## src/rtl/muldiv_pkg.sv

```systemverilog
`default_nettype none
// ============================================================================
// Module      : muldiv_pkg
// Description : Shared definitions for the iterative multiply/divide unit:
//               operation encodings, FSM state encoding and op decode helpers.
// Revision    : 1.0 - initial release
// ============================================================================
package muldiv_pkg;

    // Operation select encodings (op port)
    typedef enum logic [1:0] {
        OP_MULT  = 2'b00,
        OP_MULTU = 2'b01,
        OP_DIV   = 2'b10,
        OP_DIVU  = 2'b11
    } op_e;

    // Sequencer states
    typedef enum logic [2:0] {
        ST_IDLE = 3'd0,
        ST_PREP = 3'd1,
        ST_RUN  = 3'd2,
        ST_FIX  = 3'd3,
        ST_DONE = 3'd4
    } state_e;

    function automatic logic op_is_div(input logic [1:0] op);
        return (op == OP_DIV) || (op == OP_DIVU);
    endfunction

    function automatic logic op_is_signed(input logic [1:0] op);
        return (op == OP_MULT) || (op == OP_DIV);
    endfunction

endpackage
`default_nettype wire

```

## src/rtl/muldiv_abs.sv

```systemverilog
`default_nettype none
// ============================================================================
// Module      : muldiv_abs
// Description : Conditional two's-complement negation. Used both to take the
//               magnitude of signed operands and to re-apply result signs.
// Ports       : i_value  - input word
//               i_negate - 1: output is -i_value, 0: output is i_value
//               o_result - (possibly negated) word
// Revision    : 1.0 - initial release
// ============================================================================
module muldiv_abs #(
    parameter int WIDTH = 32
) (
    input  logic [WIDTH-1:0] i_value,
    input  logic             i_negate,
    output logic [WIDTH-1:0] o_result
);

    assign o_result = i_negate ? (~i_value + WIDTH'(1)) : i_value;

endmodule
`default_nettype wire

```

## src/rtl/muldiv_unit.sv

```systemverilog
`default_nettype none
// ============================================================================
// Module      : muldiv_unit
// Description : Iterative radix-2 multiply / divide unit (MULT, MULTU, DIV,
//               DIVU). Signed operations work on magnitudes and fix signs at
//               the end. One shared 2*WIDTH+1 bit accumulator serves both
//               shift-add multiply and restoring shift-subtract divide.
// Ports       : clock   - rising-edge clock
//               reset   - asynchronous active-low reset
//               start   - operation request (sampled in IDLE only)
//               op      - 00 MULT, 01 MULTU, 10 DIV, 11 DIVU
//               a, b    - multiplicand/dividend, multiplier/divisor
//               abort   - cancel current operation (outranks start)
//               busy    - high outside IDLE
//               done    - one-cycle completion pulse
//               div0    - divide by zero flag, valid with done
//               hi, lo  - product high/low, or remainder/quotient
//               counter - remaining iterations (debug)
// Revision    : 1.0 - initial release
// ============================================================================
module muldiv_unit
    import muldiv_pkg::*;
#(
    parameter int WIDTH = 32,
    parameter int CW    = $clog2(WIDTH) + 1
) (
    input  logic             clock,
    input  logic             reset,
    input  logic             start,
    input  logic [1:0]       op,
    input  logic [WIDTH-1:0] a,
    input  logic [WIDTH-1:0] b,
    input  logic             abort,
    output logic             busy,
    output logic             done,
    output logic             div0,
    output logic [WIDTH-1:0] hi,
    output logic [WIDTH-1:0] lo,
    output logic [CW-1:0]    counter
);

    state_e                 r_state;
    state_e                 w_next;

    logic [1:0]             r_op;
    logic [WIDTH-1:0]       r_a;
    logic [WIDTH-1:0]       r_b;
    logic [WIDTH-1:0]       r_opnd;      // multiplicand or divisor magnitude
    logic [2*WIDTH:0]       r_acc;
    logic                   r_neg_res;   // product / quotient sign
    logic                   r_neg_rem;   // remainder sign (dividend sign)
    logic [CW-1:0]          r_count;
    logic [WIDTH-1:0]       r_hi;
    logic [WIDTH-1:0]       r_lo;
    logic                   r_div0;

    logic                   w_signed;
    logic                   w_is_div;
    logic                   w_a_neg;
    logic                   w_b_neg;
    logic                   w_b_zero;
    logic [WIDTH-1:0]       w_a_mag;
    logic [WIDTH-1:0]       w_b_mag;

    logic [WIDTH:0]         w_mul_add;
    logic [WIDTH:0]         w_mul_sum;
    logic [2*WIDTH:0]       w_mul_next;
    logic [2*WIDTH:0]       w_div_sh;
    logic [WIDTH:0]         w_div_diff;
    logic [2*WIDTH:0]       w_div_next;

    logic [2*WIDTH-1:0]     w_prod;
    logic [WIDTH-1:0]       w_quo;
    logic [WIDTH-1:0]       w_rem;

    // ------------------------------------------------------------------
    // Operand decode and magnitudes (from latched operands)
    // ------------------------------------------------------------------
    assign w_signed = op_is_signed(r_op);
    assign w_is_div = op_is_div(r_op);
    assign w_a_neg  = w_signed & r_a[WIDTH-1];
    assign w_b_neg  = w_signed & r_b[WIDTH-1];
    assign w_b_zero = (r_b == '0);

    muldiv_abs #(.WIDTH(WIDTH)) u_abs_a (
        .i_value  (r_a),
        .i_negate (w_a_neg),
        .o_result (w_a_mag)
    );

    muldiv_abs #(.WIDTH(WIDTH)) u_abs_b (
        .i_value  (r_b),
        .i_negate (w_b_neg),
        .o_result (w_b_mag)
    );

    // ------------------------------------------------------------------
    // One iteration of each algorithm on the shared accumulator.
    // Multiply: acc = {0, partial[W-1:0], multiplier}; add on LSB, shift right.
    // Divide  : acc = {rem[W:0], dividend}; shift left, trial subtract.
    // W+1 bits suffice for the trial difference: its MSB is the borrow.
    // ------------------------------------------------------------------
    assign w_mul_add  = r_acc[0] ? {1'b0, r_opnd} : '0;
    assign w_mul_sum  = r_acc[2*WIDTH:WIDTH] + w_mul_add;
    assign w_mul_next = {1'b0, w_mul_sum, r_acc[WIDTH-1:1]};

    assign w_div_sh   = {r_acc[2*WIDTH-1:0], 1'b0};
    assign w_div_diff = w_div_sh[2*WIDTH:WIDTH] - {1'b0, r_opnd};
    assign w_div_next = w_div_diff[WIDTH] ? w_div_sh
                                          : {w_div_diff, w_div_sh[WIDTH-1:1], 1'b1};

    // ------------------------------------------------------------------
    // Sign fix-up of the final magnitudes
    // ------------------------------------------------------------------
    muldiv_abs #(.WIDTH(2*WIDTH)) u_abs_prod (
        .i_value  (r_acc[2*WIDTH-1:0]),
        .i_negate (r_neg_res),
        .o_result (w_prod)
    );

    muldiv_abs #(.WIDTH(WIDTH)) u_abs_quo (
        .i_value  (r_acc[WIDTH-1:0]),
        .i_negate (r_neg_res),
        .o_result (w_quo)
    );

    muldiv_abs #(.WIDTH(WIDTH)) u_abs_rem (
        .i_value  (r_acc[2*WIDTH-1:WIDTH]),
        .i_negate (r_neg_rem),
        .o_result (w_rem)
    );

    // ------------------------------------------------------------------
    // FSM: state register
    // ------------------------------------------------------------------
    always_ff @(posedge clock or negedge reset) begin
        if (!reset) begin
            r_state <= ST_IDLE;
        end else begin
            r_state <= w_next;
        end
    end

    // ------------------------------------------------------------------
    // FSM: next state
    // ------------------------------------------------------------------
    always_comb begin
        w_next = r_state;
        if (abort) begin
            w_next = ST_IDLE;
        end else begin
            case (r_state)
                ST_IDLE: if (start) w_next = ST_PREP;
                // A zero divisor bypasses the iterations; passing through FIX
                // (which then writes nothing) keeps div0 latency at two edges.
                ST_PREP: w_next = (w_is_div && w_b_zero) ? ST_FIX : ST_RUN;
                // Counter hits zero on the same edge that leaves RUN.
                ST_RUN:  if (r_count == CW'(1)) w_next = ST_FIX;
                ST_FIX:  w_next = ST_DONE;
                ST_DONE: w_next = ST_IDLE;
                default: w_next = ST_IDLE;
            endcase
        end
    end

    // ------------------------------------------------------------------
    // FSM: outputs
    // ------------------------------------------------------------------
    always_comb begin
        busy = (r_state != ST_IDLE);
        done = (r_state == ST_DONE);
    end

    // ------------------------------------------------------------------
    // Datapath registers. Nothing updates in a cycle where abort is high.
    // ------------------------------------------------------------------
    always_ff @(posedge clock or negedge reset) begin
        if (!reset) begin
            r_op      <= '0;
            r_a       <= '0;
            r_b       <= '0;
            r_opnd    <= '0;
            r_acc     <= '0;
            r_neg_res <= 1'b0;
            r_neg_rem <= 1'b0;
            r_count   <= '0;
            r_hi      <= '0;
            r_lo      <= '0;
            r_div0    <= 1'b0;
        end else if (!abort) begin
            case (r_state)
                ST_IDLE: begin
                    if (start) begin
                        r_a    <= a;
                        r_b    <= b;
                        r_op   <= op;
                        r_div0 <= 1'b0;
                    end
                end
                ST_PREP: begin
                    r_neg_res <= w_a_neg ^ w_b_neg;
                    r_neg_rem <= w_a_neg;
                    r_count   <= CW'(WIDTH);
                    if (w_is_div) begin
                        r_acc  <= {{(WIDTH+1){1'b0}}, w_a_mag};
                        r_opnd <= w_b_mag;
                        r_div0 <= w_b_zero;
                    end else begin
                        r_acc  <= {{(WIDTH+1){1'b0}}, w_b_mag};
                        r_opnd <= w_a_mag;
                    end
                end
                ST_RUN: begin
                    r_count <= r_count - CW'(1);
                    r_acc   <= w_is_div ? w_div_next : w_mul_next;
                end
                ST_FIX: begin
                    if (!r_div0) begin
                        if (w_is_div) begin
                            r_hi <= w_rem;
                            r_lo <= w_quo;
                        end else begin
                            {r_hi, r_lo} <= w_prod;
                        end
                    end
                end
                default: ;
            endcase
        end
    end

    assign hi      = r_hi;
    assign lo      = r_lo;
    assign div0    = r_div0;
    assign counter = r_count;

endmodule
`default_nettype wire
```

## config.mk

```make
export PLATFORM = sky130hd
export DESIGN_NAME = muldiv_unit
export DESIGN_NICKNAME = d
export VERILOG_FILES = /design/src/rtl/muldiv_pkg.sv /design/src/rtl/muldiv_abs.sv /design/src/rtl/muldiv_unit.sv
export SDC_FILE = /design/constraint.sdc
export NUM_CORES = 1
export LEC_CHECK = 0
export CAP_MARGIN = 20
export CORE_ASPECT_RATIO = 1.1
export CORE_MARGIN = 1.5
export CORE_UTILIZATION = 45
export CTS_CLUSTER_DIAMETER = 40
export DETAILED_ROUTE_END_ITERATION = 10
export PLACE_DENSITY = 0.69
export SLEW_MARGIN = 20
export SYNTH_ARGS = -nofsm -noshare
export SYNTH_HDL_FRONTEND = slang
export SYNTH_SLANG_ARGS = --single-unit
```

## constraint.sdc

```tcl
create_clock -name clock -period 6.3 [get_ports clock]
set_input_delay 0.63 -clock clock [delete_from_list [all_inputs] [get_ports clock]]
set_output_delay 0.63 -clock clock [all_outputs]
set_load 0.02 [all_outputs]
```

==> parameters.txt <==
Parameter                              Value

Run status
  Run status ... finished, final reports clean

Synth
  Synthesized Nets ... 2,195
  Average footprint of a synthesized cell ... 8.41 sq um
  Post-synth cell types ... 80
  Cell type contributing the most total cell area after synthesis ... sky130_fd_sc_hd__dfrtp_1
  Synth Warn # ... 0
  Number of enable flip-flop cells after synthesis ... 0
  Post-Synthesis Cell Area ... 17,300 sq um
  Biggest area contributors in the synthesized netlist ... sky130_fd_sc_hd__dfrtp_1 (35%), sky130_fd_sc_hd__o21ai_0 (5.5%), sky130_fd_sc_hd__ha_1 (5.1%)
  Share of synthesized registers carrying an async set or reset ... 100%
  Primary flip-flop cell chosen by synthesis mapping ... sky130_fd_sc_hd__dfrtp_1
  Number of flip-flops and latches in the synthesized netlist ... 239
  Cell count after synthesis ... 2,052
  Top-area cell type share of the netlist area ... 34.6%
  Sequential element share of the synthesized area ... 34.6%

Flow run
  MaxCap Viol Count ... 0

Die
  Die ar. ... 39,600 sq um
  Io pins ... 143
  Number of rows created at floorplan ... 75
  Die height ... 208 um
  Effective utilization at floorplan ... 45.4%
  Core ar. ... 38,000 sq um
  Die span in x ... 190 um

Critical path
  Slowest cell on the critical path ... sky130_fd_sc_hd__nor2_1
  Required time at the endpoint of the critical path ... 6.73 ns
  Crit Path Max Fanout ... 27
  Critical path arrival ... 4.81 ns
  Startpoint Class ... register
  Delay of the slowest cell on the worst path ... 0.44 ns
  Capturing element type of the critical path ... register
  Startpoint-to-endpoint class of the critical path ... register to register
  Cells along the critical path ... inv_1 > ha_1 > fa_1 > nand2b_1 > a21o_1 > a211o_1 > a21o_1 > a31oi_1 > nor2_1 > o21ai_0 > a31o_2 > ha_1 > buf_4 > nand2_1 > nor2_1 > a22o_1 > a21oi_1 > o211ai_1
  Delay-heaviest family, CP ... compound AO/OA/AOI/OAI gates
  WP buf/inv ... 2

Clocking
  Cts bufs inserted ... 38
  Root Buffer Master ... sky130_fd_sc_hd__clkbuf_16
  Insertion delay of the later-clocked pin in the worst-skew pair ... 0.55 ns
  CTS tree ... built
  Number of clock sinks ... 239
  Number of levels the H-tree was split into ... 2
  Buffers inserted by post-CTS timing repair ... 0
  Max clock buf depth ... 3
  Total of hold buffers inserted after clock tree synthesis ... 0
  Clock-pin slew on the worst setup and hold paths ... 0.06 ns
  Number of instances resized during post-cts repair ... 0

Cells and area
  Leading cell types in the layout, fill and taps excluded ... sky130_fd_sc_hd__dfrtp_1 (238), sky130_fd_sc_hd__nand2_1 (221), sky130_fd_sc_hd__nor2_1 (194), sky130_fd_sc_hd__o21ai_0 (191), sky130_fd_sc_hd__a21oi_1 (153)
  Share of post-route cells with drive strength above 1 ... 9.01%
  Net count of the finished layout ... 2,278
  Most common cell after layout, fill and taps aside ... sky130_fd_sc_hd__dfrtp_1
  Fill cell instance count of the final layout ... 3,533
  Non-Filler Cell Area, Final ... 20,300 sq um
  Area delta synth->final ... 17.6%
  Util after Layout ... 53.4%
  Number of inserted diodes ... 0

Drt
  Count of TritonRoute iterations in the first routing pass ... 8
  Total routed wirelength ... 56,800 um
  Detailed-route DRC error count ... 0
  Number of vias per cell ... 6.08
  Number of vias after detailed routing ... 16,200
  Iter 0 DRT Violations ... 1,491
  Average wire per standard cell ... 21.3 um
  Number of nets with antenna violations after detailed routing ... 0

Place
  Cell area after placement ... 19,000 sq um
  DPL Wire Length ... 43,100 um
  Port Buffer Count ... 142
  GP Congestion ... 0.970

Pwr
  Peak supply drop ... 294 uV
  Total power per unit cell area ... 588 nW/um^2
  Reported leakage power ... 8.74 nW

STA
  Final critical-path share of the clock period ... 69.6%
  Setup skew after layout ... 0.0290 ns
  Final number of max-transition violations ... 0
  Headroom to the max-slew limit ... 33.8%
  Actual transition at the worst max-transition pin ... 0.994 ns
  Fmax achieved ... 228 MHz
  Setup repair after global routing missed its margin ... false
  Setup TNS Final ... 0 ns
  Final setup violation count ... 0
  Final-report hold violation count ... 0
  Min Clock Period, post-route ... 4.38 ns

GRT
  Vias in the first global route ... 15,200
  Global-route wire length before repair ... 87,400 um
  GRT Util Overall ... 28.5%
  Pin count of the biggest net entering global routing ... 117
  Global route overflow ... 0
  Number of antenna violations at the first check in global routing ... 0

Hold path
  Worst min path class ... input pin to async pin
-- stage by stage --
stage                     setup slack (ns)  hold slack [ns]  power (mW)  std cells
after CTS                             2.03            0.169        11.9       2665
after global placement                2.14            0.462        9.69       2595
final                                 1.92            0.109        11.9       2665
after floorplan                       2.55            0.334        7.49       2052
after detailed placement              2.10            0.470        9.75       2595
after global routing                  1.72            0.192        12.7       2665
-- kinds of logic after synthesis --
| family | share of synthesized area (%) |
|---|---|
| and+or+nand+nor | 17.9 |
| muxes | 5.98 |
| AOI/OAI and AO/OA | 23.4 |
| adders and majority gates | 5.38 |
| DFF | 34.6 |
| buffers and inverters | 4.23 |
| xor gates and xnor gates | 8.47 |
-- metal layers --
metal | track usage (%) | vias up | part of all wire, %
met3 | 4.35 | 182 | 6.4
met1 | 36.7 | 7668 | 41
met4 | 18.9 | 0 | 7.5
met5 | 0 | - | 0
li1 | - | 7650 | -
met2 | 44.2 | 694 | 45
-- synthesized netlist by cell type (all sizes together), types with 20 or more instances --
master	n
xnor2	80
mux2i	21
nor4	25
dfrtp	239
nand2	222
o31ai	30
nor3	47
xor2	87
a21o	27
a211o	22
o21ai	195
nand3	37
or3	29
nor2	194
inv	71
mux2	71
a211oi	43
clkbuf	114
a21oi	153
a31oi	20
ha	71
-- sequential cells by signal, indices dropped and copies added, names as in the netlist, 2 cells and up --
name     cells
r_state      3
r_b         32
hi          32
counter      6
lo          32
r_op         2
r_opnd      32
r_a         32
r_acc       65
-- report_power, final --
part	total, mW	internal [mW]	switching (mW)
Combinational	6.80	2.69	4.11
Clock	2.07	1.24	0.824
Sequential	3.08	2.12	0.958
-- layout make-up --
class	instances	area, sq um	share of cell area, %
multi-input cells	1620	10600	52.0
well taps	500	626	3.08
repair buffers	164	1590	7.84
flip-flops and latches	239	5980	29.5
inverters	72	270	1.33
clock buffers	46	1030	5.08
clock inverters	24	235	1.16
-- worst paths after layout --
path	to	from	depth (start not counted)	slack, ns
setup / recovery	r_acc[54]$_DFFE_PN0P_	r_acc[31]$_DFFE_PN0P_	18	1.92
setup reg to reg	r_acc[54]$_DFFE_PN0P_	r_acc[31]$_DFFE_PN0P_	18	1.92
max in group asynchronous	hi[16]$_DFFE_PN0P_	reset	2	4.58
min in group clock	hi[24]$_DFFE_PN0P_	hi[24]$_DFFE_PN0P_	2	0.47
hold / removal	r_a[2]$_DFFE_PN0P_	reset	1	0.11
hold reg to reg	hi[24]$_DFFE_PN0P_	hi[24]$_DFFE_PN0P_	2	0.47
-- worst reg2reg max path, stage by stage, from the launching register on --
cell                       delay [ns]
sky130_fd_sc_hd__dfrtp_1         0.41
sky130_fd_sc_hd__inv_1           0.09
sky130_fd_sc_hd__ha_1            0.22
sky130_fd_sc_hd__fa_1            0.41
sky130_fd_sc_hd__nand2b_1        0.18
sky130_fd_sc_hd__a21o_1          0.19
sky130_fd_sc_hd__a211o_1         0.30
sky130_fd_sc_hd__a21o_1          0.21
sky130_fd_sc_hd__a31oi_1         0.38
sky130_fd_sc_hd__nor2_1          0.07
sky130_fd_sc_hd__o21ai_0         0.16
sky130_fd_sc_hd__a31o_2          0.17
sky130_fd_sc_hd__ha_1            0.13
sky130_fd_sc_hd__buf_4           0.34
sky130_fd_sc_hd__nand2_1         0.19
sky130_fd_sc_hd__nor2_1          0.44
sky130_fd_sc_hd__a22o_1          0.20
sky130_fd_sc_hd__a21oi_1         0.04
sky130_fd_sc_hd__o211ai_1        0.12
No activity file was read; power rests on OpenSTA's default activity.
